**src/rtl/encode_pkg.sv**
```systemverilog
// Shared defaults and quadrature step encoding for the encoder sample generator.
// Contents: default period/width constants, step_e enum, quad_pos/quad_step helpers.
package encode_pkg;

  localparam int unsigned UNIT_INTER_DEF      = 4000;
  localparam int unsigned ENCODE_WID_DEF      = 32;
  localparam int unsigned ENCODE_MASK_WID_DEF = 32;

  // Encoding equals the Gray-position difference (cur - prev) mod 4.
  typedef enum logic [1:0] {
    STEP_NONE = 2'b00,
    STEP_FWD  = 2'b01,
    STEP_ERR  = 2'b10,
    STEP_REV  = 2'b11
  } step_e;

  // Position of an {a,b} level on the forward cycle 00 -> 01 -> 11 -> 10.
  function automatic logic [1:0] quad_pos(input logic [1:0] ab);
    case (ab)
      2'b00:   return 2'd0;
      2'b01:   return 2'd1;
      2'b11:   return 2'd2;
      default: return 2'd3;
    endcase
  endfunction

  // A two-position jump means both lines moved in one cycle: illegal.
  function automatic step_e quad_step(input logic [1:0] prev, input logic [1:0] cur);
    logic [1:0] diff;
    diff = quad_pos(cur) - quad_pos(prev);
    return step_e'(diff);
  endfunction

endpackage

```
**src/rtl/encode_sample_gen_if.sv**
```systemverilog
// Sample output bus of encode_sample_gen.
// Signals: encode_update_o strobe, encode_w_o / encode_x_o samples,
//          x_zero_flag_o home pulse, w_quad_err_o / x_quad_err_o sticky errors.
interface encode_sample_gen_if
  import encode_pkg::*;
#(
  parameter int unsigned ENCODE_WID = ENCODE_WID_DEF
);

  logic                  encode_update_o;
  logic [ENCODE_WID-1:0] encode_w_o;
  logic [ENCODE_WID-1:0] encode_x_o;
  logic                  x_zero_flag_o;
  logic                  w_quad_err_o;
  logic                  x_quad_err_o;

  modport master (
    output encode_update_o, encode_w_o, encode_x_o,
    output x_zero_flag_o, w_quad_err_o, x_quad_err_o
  );

  modport slave (
    input encode_update_o, encode_w_o, encode_x_o,
    input x_zero_flag_o, w_quad_err_o, x_quad_err_o
  );

endinterface

```
**src/rtl/quad_decoder.sv**
```systemverilog
// 4x quadrature decoder with input synchronisers and index edge detect.
// Ports: clk_i, rst_i; a, b, idx asynchronous inputs;
//        step_c (combinational step for the next count update),
//        idx_rise_c (synchronised index rising edge), err (sticky illegal transition).
module quad_decoder
  import encode_pkg::*;
#(
  parameter int unsigned SYNC_STAGES = 2
) (
  input  logic  clk_i,
  input  logic  rst_i,
  input  logic  a,
  input  logic  b,
  input  logic  idx,
  output step_e step_c,
  output logic  idx_rise_c,
  output logic  err
);

  logic [SYNC_STAGES-1:0] a_sync;
  logic [SYNC_STAGES-1:0] b_sync;
  logic [SYNC_STAGES-1:0] idx_sync;
  logic [1:0]             ab_prev;
  logic                   idx_prev;
  logic                   primed;
  logic [1:0]             ab_cur;
  step_e                  raw_step;

  // Synchronisers, previous state and sticky error.
  always_ff @(posedge clk_i) begin
    if (rst_i) begin
      a_sync   <= '0;
      b_sync   <= '0;
      idx_sync <= '0;
      ab_prev  <= 2'b00;
      idx_prev <= 1'b0;
      primed   <= 1'b0;
      err      <= 1'b0;
    end else begin
      a_sync   <= {a_sync[SYNC_STAGES-2:0], a};
      b_sync   <= {b_sync[SYNC_STAGES-2:0], b};
      idx_sync <= {idx_sync[SYNC_STAGES-2:0], idx};
      ab_prev  <= ab_cur;
      idx_prev <= idx_sync[SYNC_STAGES-1];
      primed   <= 1'b1;
      if (primed && (raw_step == STEP_ERR)) begin
        err <= 1'b1;
      end
    end
  end

  // First cycle after reset only captures the level, never counts.
  always_comb begin
    ab_cur     = {a_sync[SYNC_STAGES-1], b_sync[SYNC_STAGES-1]};
    raw_step   = quad_step(ab_prev, ab_cur);
    step_c     = primed ? raw_step : STEP_NONE;
    idx_rise_c = idx_sync[SYNC_STAGES-1] & ~idx_prev;
  end

endmodule

```
**src/rtl/encode_sample_gen.sv**
```systemverilog
// Periodic sampler of a rotary (W) and a linear (X) quadrature encoder.
// Ports: clk_i, rst_i (sync, active-high), enable_i; w_a_i/w_b_i/w_z_i and
//        x_a_i/x_b_i/x_home_i asynchronous encoder inputs; smp sample bus (master).
module encode_sample_gen
  import encode_pkg::*;
#(
  parameter real         TCQ             = 0.1,
  parameter int unsigned UNIT_INTER      = UNIT_INTER_DEF,
  parameter int unsigned ENCODE_MASK_WID = ENCODE_MASK_WID_DEF,
  parameter int unsigned ENCODE_WID      = ENCODE_WID_DEF,
  parameter int unsigned SYNC_STAGES     = 2
) (
  input  logic                clk_i,
  input  logic                rst_i,
  input  logic                enable_i,
  input  logic                w_a_i,
  input  logic                w_b_i,
  input  logic                w_z_i,
  input  logic                x_a_i,
  input  logic                x_b_i,
  input  logic                x_home_i,
  encode_sample_gen_if.master smp
);

  localparam int unsigned PER_WID = (UNIT_INTER > 1) ? $clog2(UNIT_INTER) : 1;
  localparam logic [PER_WID-1:0]         PER_LAST = PER_WID'(UNIT_INTER - 1);
  localparam logic [PER_WID-1:0]         PER_ONE  = PER_WID'(1);
  localparam logic [ENCODE_MASK_WID-1:0] W_ONE    = ENCODE_MASK_WID'(1);
  localparam logic [ENCODE_WID-1:0]      X_ONE    = ENCODE_WID'(1);

  // TCQ is a simulation-only delay; it is range-checked but never applied.
  if (SYNC_STAGES < 2 || ENCODE_WID < ENCODE_MASK_WID || UNIT_INTER < 1 || TCQ < 0.0) begin : g_bad_param
    $error("encode_sample_gen: illegal parameter combination");
  end

  step_e                      w_step;
  step_e                      x_step;
  logic                       w_idx_rise;
  logic                       x_home_rise;
  logic                       w_err;
  logic                       x_err;
  logic [ENCODE_MASK_WID-1:0] w_cnt;
  logic [ENCODE_WID-1:0]      x_cnt;
  logic [PER_WID-1:0]         per_cnt;
  logic                       en_q;
  logic                       run_c;

  quad_decoder #(.SYNC_STAGES(SYNC_STAGES)) u_w_dec (
    .clk_i      (clk_i),
    .rst_i      (rst_i),
    .a          (w_a_i),
    .b          (w_b_i),
    .idx        (w_z_i),
    .step_c     (w_step),
    .idx_rise_c (w_idx_rise),
    .err        (w_err)
  );

  quad_decoder #(.SYNC_STAGES(SYNC_STAGES)) u_x_dec (
    .clk_i      (clk_i),
    .rst_i      (rst_i),
    .a          (x_a_i),
    .b          (x_b_i),
    .idx        (x_home_i),
    .step_c     (x_step),
    .idx_rise_c (x_home_rise),
    .err        (x_err)
  );

  // Position counters; index/home beats a same-cycle step.
  always_ff @(posedge clk_i) begin
    if (rst_i) begin
      w_cnt <= '0;
      x_cnt <= '0;
    end else begin
      if (w_idx_rise)                w_cnt <= '0;
      else if (w_step == STEP_FWD)   w_cnt <= w_cnt + W_ONE;
      else if (w_step == STEP_REV)   w_cnt <= w_cnt - W_ONE;

      if (x_home_rise)               x_cnt <= '0;
      else if (x_step == STEP_FWD)   x_cnt <= x_cnt + X_ONE;
      else if (x_step == STEP_REV)   x_cnt <= x_cnt - X_ONE;
    end
  end

  // Period runs one cycle after enable is seen, so the first strobe lands UNIT_INTER+1 later.
  always_comb begin
    run_c = enable_i & en_q;
  end

  // Period counter and sample latch; latch takes the pre-update counter values.
  always_ff @(posedge clk_i) begin
    if (rst_i) begin
      en_q                <= 1'b0;
      per_cnt             <= '0;
      smp.encode_update_o <= 1'b0;
      smp.encode_w_o      <= '0;
      smp.encode_x_o      <= '0;
      smp.x_zero_flag_o   <= 1'b0;
    end else begin
      en_q                <= enable_i;
      smp.encode_update_o <= 1'b0;
      smp.x_zero_flag_o   <= x_home_rise;
      if (!run_c) begin
        per_cnt <= '0;
      end else if (per_cnt == PER_LAST) begin
        per_cnt             <= '0;
        smp.encode_update_o <= 1'b1;
        smp.encode_w_o      <= ENCODE_WID'(w_cnt);
        smp.encode_x_o      <= x_cnt;
      end else begin
        per_cnt <= per_cnt + PER_ONE;
      end
    end
  end

  assign smp.w_quad_err_o = w_err;
  assign smp.x_quad_err_o = x_err;

endmodule

```
**src/flat_wrapper.sv**
```systemverilog
// flat-port wrapper written by rule: the top's interface ports become plain ports
module encode_sample_gen_flat import encode_pkg::*;
#(
  parameter real         TCQ             = 0.1,
  parameter int unsigned UNIT_INTER      = UNIT_INTER_DEF,
  parameter int unsigned ENCODE_MASK_WID = ENCODE_MASK_WID_DEF,
  parameter int unsigned ENCODE_WID      = ENCODE_WID_DEF,
  parameter int unsigned SYNC_STAGES     = 2
)
  (clk_i, rst_i, enable_i, w_a_i, w_b_i, w_z_i, x_a_i, x_b_i, x_home_i, smp_encode_update_o, smp_encode_w_o, smp_encode_x_o, smp_x_zero_flag_o, smp_w_quad_err_o, smp_x_quad_err_o);
  encode_sample_gen_if #(.ENCODE_WID(ENCODE_WID)) smp_i ();
  input  logic clk_i;
  input  logic rst_i;
  input  logic enable_i;
  input  logic w_a_i;
  input  logic w_b_i;
  input  logic w_z_i;
  input  logic x_a_i;
  input  logic x_b_i;
  input  logic x_home_i;
  output wire logic [$bits(smp_i.encode_update_o)-1:0] smp_encode_update_o;
  output wire logic [$bits(smp_i.encode_w_o)-1:0] smp_encode_w_o;
  output wire logic [$bits(smp_i.encode_x_o)-1:0] smp_encode_x_o;
  output wire logic [$bits(smp_i.x_zero_flag_o)-1:0] smp_x_zero_flag_o;
  output wire logic [$bits(smp_i.w_quad_err_o)-1:0] smp_w_quad_err_o;
  output wire logic [$bits(smp_i.x_quad_err_o)-1:0] smp_x_quad_err_o;
  assign smp_encode_update_o = smp_i.encode_update_o;
  assign smp_encode_w_o = smp_i.encode_w_o;
  assign smp_encode_x_o = smp_i.encode_x_o;
  assign smp_x_zero_flag_o = smp_i.x_zero_flag_o;
  assign smp_w_quad_err_o = smp_i.w_quad_err_o;
  assign smp_x_quad_err_o = smp_i.x_quad_err_o;
  encode_sample_gen #(.TCQ(TCQ), .UNIT_INTER(UNIT_INTER), .ENCODE_MASK_WID(ENCODE_MASK_WID), .ENCODE_WID(ENCODE_WID), .SYNC_STAGES(SYNC_STAGES)) u_core (.clk_i(clk_i), .rst_i(rst_i), .enable_i(enable_i), .w_a_i(w_a_i), .w_b_i(w_b_i), .w_z_i(w_z_i), .x_a_i(x_a_i), .x_b_i(x_b_i), .x_home_i(x_home_i), .smp(smp_i));
endmodule
```
**config.mk**
```make
export PLATFORM = sky130hd
export DESIGN_NAME = encode_sample_gen_flat
export DESIGN_NICKNAME = d
export VERILOG_FILES = /design/src/rtl/encode_pkg.sv /design/src/rtl/encode_sample_gen_if.sv /design/src/rtl/quad_decoder.sv /design/src/rtl/encode_sample_gen.sv /design/src/flat_wrapper.sv
export SDC_FILE = /design/constraint.sdc
export NUM_CORES = 1
export LEC_CHECK = 0
export CAP_MARGIN = 30
export CORE_MARGIN = 5
export CORE_UTILIZATION = 54
export DETAILED_ROUTE_END_ITERATION = 7
export PLACE_DENSITY = 0.75
export RECOVER_POWER = 25
export SYNTH_ARGS = -nofsm -noshare
export SYNTH_HDL_FRONTEND = slang
export SYNTH_SLANG_ARGS = --single-unit
```
**constraint.sdc**
```tcl
create_clock -name clk_i -period 7.2 [get_ports clk_i]
set_input_delay 1.08 -clock clk_i [delete_from_list [all_inputs] [get_ports clk_i]]
set_output_delay 1.08 -clock clk_i [all_outputs]
set_load 0.01 [all_outputs]
```
==> metrics.md, run 1 <==
| Metric | Value |
|---|---|
| Critical path required time | `7.53 ns` |
| Clock Latency Late Sink | `0.43 ns` |
| Largest buffer count on any clock path | `2` |
| First-pass GRT wire length | `37.4 mm` |
| Syn Std Cell Area | `0.00916 mm^2` |
| Clock sinks | `164` |
| Pwr/cell area | `277 mW/mm^2` |
| Final instance area | `0.0106 mm^2` |
| Ratio of cells with drive above 1 in the final layout | `4.82%` |
| HP Class | `reg2reg` |
| Hold_buf cts | `0` |
| Commonest non-fill, non-tap cell in the layout | `dfxtp_1` |
| Final-report hold violation count | `0` |
| Synthesized area per cell | `7.92 um^2` |
| Worst Tran Pin Value | `2.47 ns` |
| Number of remaining DRC errors | `0` |
| Via count | `8,205` |
| Die Wd | `140 um` |
| Reg2reg setup slack | `2.26 ns` |
| Startpoint class of the critical path | `flip-flop` |
| WP data arrival | `5.27 ns` |
| Max-slew headroom | `-64.6%` |
| H-Tree Depth | `4` |
| Detailed placement HPWL | `15.2 mm` |
| Largest net degree at the start of global routing | `55` |
| Fillcell total | `1,498` |
| Postcts setup bufs | `0` |
| CP endpoint kind | `flip-flop` |
| Most frequent cells in the layout | `dfxtp_1, nand2_1, a21oi_1` |
| Maximum VDD drop | `0.196 mV` |
| Sequential share of the synthesized area | `35.9%` |
| Worst-path clk slew | `0.07 ns` |
| CP startpoint | `u_core.u_x_dec.b_sync[1]` |
| Post-synth EDFFs | `0` |
| DR iter-0 viols | `515` |
| Placed instance area | `0.0101 mm^2` |
| Status | `complete, but fails checks` |
| Area Overhead vs Synth | `16.0%` |
| Top post-synthesis cells by area | `dfxtp_1, ha_1, a21oi_1` |
| ANT cells | `0` |
| FF-to-FF path depth | `17` |
| CTS tree | `built` |
| Final wirelength | `21.9 mm` |
| Top_reg_cell synth | `dfxtp_1` |
| MaxCap Viol Count | `3` |
| Post-CTS Resized | `0` |
| Crit-path max FO | `38` |
| FF-to-FF End | `u_core.x_cnt[31]` |
| Initial antenna violation count | `0` |
| Syn nets | `1,243` |
| Pleak | `4.48 nW` |
| Cells after DPL | `1,411` |
| Critical path type | `reg2reg` |
| Post-route setup TNS | `0 ns` |
| NumNets Final | `1,297` |
| CP endpoint | `u_core.x_cnt[31]` |
| Pins Over Slew Limit | `137` |
| YS warnings | `0` |
| Cts bufs inserted | `17` |
| WL/cell | `15.2 um` |
| # IOs | `77` |
| Failing checks | `capacitance limit, slew limit` |
| Total GRT Usage | `22.5%` |
| FF+latch count, synth | `164` |
| Vias/cell | `5.69` |
| Unrepaired setup endpoints after global routing | `no` |
| Effective utilization at floorplan | `55.2%` |
| Synth Instances | `1,156` |
| Vias in the first global route | `7,808` |
| Die ar. | `0.0197 mm^2` |
| Final std cells w/o fill | `1,443` |
| Overflow after GRT | `0` |
| Rows | `47` |
| Leading area contributor after synthesis | `dfxtp_1` |
| Tmin final | `4.94 ns` |
| Router iterations before antenna repair | `5` |
| Placer congestion estimate | `0.892` |
| Root Driver | `clkbuf_16` |
| Die Ht | `140 um` |
| Routed Antenna Nets | `0` |
| Post-synth cell types | `69` |
| Worst clock skew | `0.00744 ns` |
| Fmax | `202 MHz` |
| Final period util | `68.6%` |
| RR Startpoint | `u_core.u_x_dec.b_sync[1]` |
| Core Area | `0.0166 mm^2` |
| Top cell type's share of synthesized area | `35.9%` |
| Async set-reset flop share out of synthesis | `0%` |
| IO Port Bufs | `76` |
| Final setup violation count | `0` |
[stage by stage]
| step | power [mW] | util, % | hold slack (ns) | setup slack, ns |
|---|---|---|---|---|
| after floorplan | 1.88 | - | 0.414 | 3.05 |
| after global placement | 2.08 | 60.9 | 0.417 | 2.46 |
| after detailed placement | 2.09 | 60.9 | 0.424 | 2.34 |
| after CTS | 2.95 | 64.1 | 0.440 | 2.27 |
| after global routing | 3.14 | 64.1 | 0.464 | 1.92 |
| final | 2.94 | 64.1 | 0.437 | 2.26 |
[critical path, stage by stage (launching register included)]
cell and delay [ns]:
dfxtp_1 0.34, inv_1 0.06, ha_1 0.28, ha_1 0.33, nand2b_1 0.11, buf_4 0.35, nor2_1 0.15, inv_1 0.48
buf_4 0.36, ha_1 0.31, a21o_1 0.18, nor3_1 0.27, a211oi_1 0.21, a311oi_4 0.39, nor4_1 0.12, or4_4 0.52
and3_4 0.19, o21a_1 0.17
[cell type report]
cell class	instances	area, um^2	share of cell area [%]
clock buffers	21	450	4.24
clock inverters	11	90.1	0.848
inverters	33	124	1.17
multi-input cells	905	5560	52.3
flip-flops and latches	164	3280	30.9
well taps	220	275	2.59
repair buffers	89	842	7.93
[logic make-up after synthesis]
kind of cell	synth area share, %
buf+inv	3.58
compound gates	22.7
fa+ha+maj	10.8
mux	0.437
flops	35.9
simple gates	22.0
xor+xnor	4.59
[sequential cells by signal, summed over array words and instances (netlist names), 2 cells and up]
name and count:
u_core.u_w_dec.idx_sync 2, u_core.u_x_dec.idx_sync 2, u_core.u_w_dec.ab_prev 2, u_core.per_cnt 12
u_core.u_x_dec.a_sync 2, u_core.u_x_dec.ab_prev 2, u_core.smp.encode_x_o 32, u_core.u_x_dec.b_sync 2
u_core.w_cnt 32, u_core.smp.encode_w_o 32, u_core.u_w_dec.b_sync 2, u_core.x_cnt 32
u_core.u_w_dec.a_sync 2
[cells in the mapped netlist (all sizes together), types with 4 or more instances]
library cell  number
nor3              18
o21ai             40
clkbuf            45
a21o              40
o21bai             5
and3              15
xor2              15
xnor2             33
mux2i              4
or3                9
dfxtp            164
a311oi             4
nand3             41
o2111ai            5
nor2b             25
o211ai             7
a21oi            160
inv               33
nand2b             6
o31a               4
nand4             11
a31oi             10
nor4               5
or2                4
and2               6
buf                9
a31o               4
a21boi             4
nand3b             5
o21a               9
nand2            161
ha                76
nor2             130
a211oi            10
[layer usage]
metal	vias to the layer above	global-route usage (%)	wire (um)
met1	3831	30.7	10600
met2	161	36.6	10100
met5	-	0	0
met4	0	5.81	235
met3	19	4.60	1060
li1	4194	-	-
[worst min-delay path by stage]
stage | slack [ns] | depth (start not counted) | startpoint | endpoint
2_1_floorplan | 0.41 | 1 | u_core.u_w_dec.a_sync[0] | u_core.u_w_dec.a_sync[1]
3_3_place_gp | 0.42 | 1 | u_core.u_x_dec.idx_sync[0] | u_core.u_x_dec.idx_sync[1]
3_5_place_dp | 0.42 | 1 | u_core.u_x_dec.idx_sync[0] | u_core.u_x_dec.idx_sync[1]
4_1_cts | 0.44 | 1 | u_core.u_x_dec.idx_sync[0] | u_core.u_x_dec.idx_sync[1]
5_1_grt | 0.46 | 2 | u_core.smp.encode_w_o[9] | u_core.smp.encode_w_o[9]
6_report | 0.44 | 1 | u_core.u_x_dec.idx_sync[0] | u_core.u_x_dec.idx_sync[1]
[power breakdown]
group,internal (mW),leakage (nW),switching (mW)
sequential,0.958,1.33,0.0461
combinational,0.461,2.88,0.633
clock,0.458,0.266,0.388
total,1.88,4.48,1.07
Note: power is estimated with default switching activity, not from simulation.
==> run 2, diff against run 1 <==
clock period = 4.8 ns   (was 7.2 ns; I/O delays follow)
==> metrics.md, run 2 (same netlist as run 1, synthesis figures left out) <==
| Metric | Value |
|---|---|
| Status | `completed (was complete, but fails checks)` |
| Worst Tran Pin Value | `1.30 ns (was 2.47 ns)` |
| Final setup violation count | `0 (unchanged)` |
| Initial antenna violation count | `0 (unchanged)` |
| Worst-path clk slew | `0.06 ns (was 0.07 ns)` |
| Post-Route Utilization | `64.6% (was 64.1%)` |
| Maximum VDD drop | `0.282 mV (was 0.196 mV)` |
| Router iterations before antenna repair | `5 (unchanged)` |
| Pins Over Slew Limit | `0 (was 137)` |
| Clock sinks | `164 (unchanged)` |
| WL/cell | `15.2 um (about the same)` |
| ANT cells | `0 (unchanged)` |
| Rows | `47 (unchanged)` |
| Root Driver | `clkbuf_16 (unchanged)` |
| Clock Latency Late Sink | `0.43 ns (about the same)` |
| DR iter-0 viols | `555 (was 515)` |
| Final std cells w/o fill | `1,445 (was 1,443)` |
| WP data arrival | `4.79 ns (was 5.27 ns)` |
| Number of remaining DRC errors | `0 (unchanged)` |
| Postcts setup bufs | `0 (unchanged)` |
| Worst slack, placed | `0.358 ns (was 2.34 ns)` |
| Cells after DPL | `1,413 (was 1,411)` |
| Vias in the first global route | `7,802 (was 7,808)` |
| Pleak | `4.59 nW (was 4.48 nW)` |
| Detailed placement HPWL | `15.5 mm (was 15.2 mm)` |
| Overflow after GRT | `0 (unchanged)` |
| Max-slew headroom | `13.3% (was -64.6%)` |
| Fmax | `224 MHz (was 202 MHz)` |
| Slowest CP cell | `ha_1 (was or4_4)` |
| Crit-path cells | `inv_1 -> ha_1 -> ha_1 -> nand2b_1 -> nor2_1 -> inv_1 -> ha_1 -> a211o_1 -> a311oi_2 -> nor3_1 -> a311oi_4 -> nor4_1 -> or4_4 -> and3_4 -> o21a_1 (was inv_1 -> ha_1 -> ha_1 -> nand2b_1 -> buf_4 -> nor2_1 -> inv_1 -> buf_4 -> ha_1 -> a21o_1 -> nor3_1 -> a211oi_1 -> a311oi_4 -> nor4_1 -> or4_4 -> and3_4 -> o21a_1)` |
| Hold path start | `u_core.u_w_dec.b_sync[0] (was u_core.u_x_dec.idx_sync[0])` |
| # IOs | `77 (unchanged)` |
| Worst clock skew | `0.00732 ns (was 0.00744 ns)` |
| Final wirelength | `21.9 mm (about the same)` |
| Placer congestion estimate | `0.923 (was 0.892)` |
| Pwr/cell area | `425 mW/mm^2 (was 277 mW/mm^2)` |
| Pwr Total | `4.55 mW (was 2.94 mW)` |
| Placed instance area | `0.0101 mm^2 (about the same)` |
| Die ar. | `0.0197 mm^2 (unchanged)` |
| Area Overhead vs Synth | `16.9% (was 16.0%)` |
| Most frequent cells in the layout | `dfxtp_1, nand2_1, a21oi_1 (unchanged)` |
| Ratio of cells with drive above 1 in the final layout | `4.98% (was 4.82%)` |
| Worst setup margin | `0.327 ns (was 2.26 ns)` |
| Tmin final | `4.47 ns (was 4.94 ns)` |
| H-Tree Depth | `4 (unchanged)` |
| Commonest non-fill, non-tap cell in the layout | `dfxtp_1 (unchanged)` |
| Hold WS | `0.438 ns (was 0.437 ns)` |
| RR Startpoint | `u_core.u_x_dec.b_sync[1] (unchanged)` |
| NumNets Final | `1,299 (was 1,297)` |
| Post-route setup TNS | `0 ns (unchanged)` |
| Critical path required time | `5.12 ns (was 7.53 ns)` |
| Core Area | `0.0166 mm^2 (unchanged)` |
| Cts bufs inserted | `17 (unchanged)` |
| Die Wd | `140 um (unchanged)` |
| Hold_buf cts | `0 (unchanged)` |
| Most frequent CP cell | `ha_1 (unchanged)` |
| CTS tree | `built (unchanged)` |
| HP Class | `reg2reg (unchanged)` |
| Final-report hold violation count | `0 (unchanged)` |
| Final period util | `93.2% (was 68.6%)` |
| CP endpoint kind | `flip-flop (unchanged)` |
| Largest buffer count on any clock path | `2 (unchanged)` |
| Max incr delay on CP | `0.54 ns (was 0.52 ns)` |
| Startpoint class of the critical path | `flip-flop (unchanged)` |
| Routed Antenna Nets | `0 (unchanged)` |
| Crit-path max FO | `22 (was 38)` |
| Vias/cell | `5.68 (was 5.69)` |
| Effective utilization at floorplan | `55.2% (unchanged)` |
| MaxCap Viol Count | `0 (was 3)` |
| Largest net degree at the start of global routing | `42 (was 55)` |
| Via count | `8,204 (was 8,205)` |
| Die Ht | `140 um (unchanged)` |
| Total GRT Usage | `22.5% (about the same)` |
| Unrepaired setup endpoints after global routing | `no (unchanged)` |
| CP startpoint | `u_core.u_x_dec.b_sync[1] (unchanged)` |
| Critical path type | `reg2reg (unchanged)` |
| IO Port Bufs | `76 (unchanged)` |
| Final instance area | `0.0107 mm^2 (was 0.0106 mm^2)` |
| First-pass GRT wire length | `37.4 mm (about the same)` |
==> run 2: cell types whose count changed in the layout (fill, tap and decap cells not counted), moves of 3 or more <==
| cell | change |
|---|---|
| clkdlybuf4s50_1 | -22 |
| dlygate4sd3_1 | +22 |
| inv_6 | -5 |
| buf_4 | +3 |
| bufinv_16 | +3 |
| clkinv_4 | +3 |
==> run 2: power by group <==
group | switching, mW | internal [mW] | total, mW
registers | 0.0648 | 1.44 | 1.50
logic | 0.957 | 0.697 | 1.65
clock network | 0.556 | 0.835 | 1.39
total | 1.58 | 2.97 | 4.55
==> run 2: metal layers <==
metal	vias up	global-route usage (%)	share of wire, %
met3	22	4.02	4.2
met4	0	6.53	1.4
met1	3830	30.6	49
li1	4201	-	-
met5	-	0	0
met2	151	36.6	45
==> run 2: cell type report <==
cell class	count	area, um^2
Tap cell	220	275
Timing Repair Buffer	91	860
Clock buffer	21	450
Clock inverter	11	151
Sequential cell	164	3280
Inverter	33	124
Multi-Input combinational cell	905	5560
Fill cell	1446	5880
==> run 2: final timing paths <==
path	endpoint	slack (ns)	cells after the start
hold reg to reg	u_core.u_w_dec.b_sync[1]	0.44	1
setup reg to reg	u_core.x_cnt[31]	0.33	15
hold / removal	u_core.u_w_dec.b_sync[1]	0.44	1
setup / recovery	u_core.x_cnt[31]	0.33	15
==> run 2: what timing repair did <==
item,CTS,global route
resized for setup,0,1
endpoints found under the setup margin,0,1
endpoints found under the hold margin,0,0
==> run 2: critical path: cells and delay by family (launching register included) <==
kind	cells	cell delay, ns
AOI/OAI and AO/OA	4	1.05
DFF	1	0.33
and+or+nand+nor	6	1.37
buffers and inverters	2	0.47
adders and majority gates	3	1.15
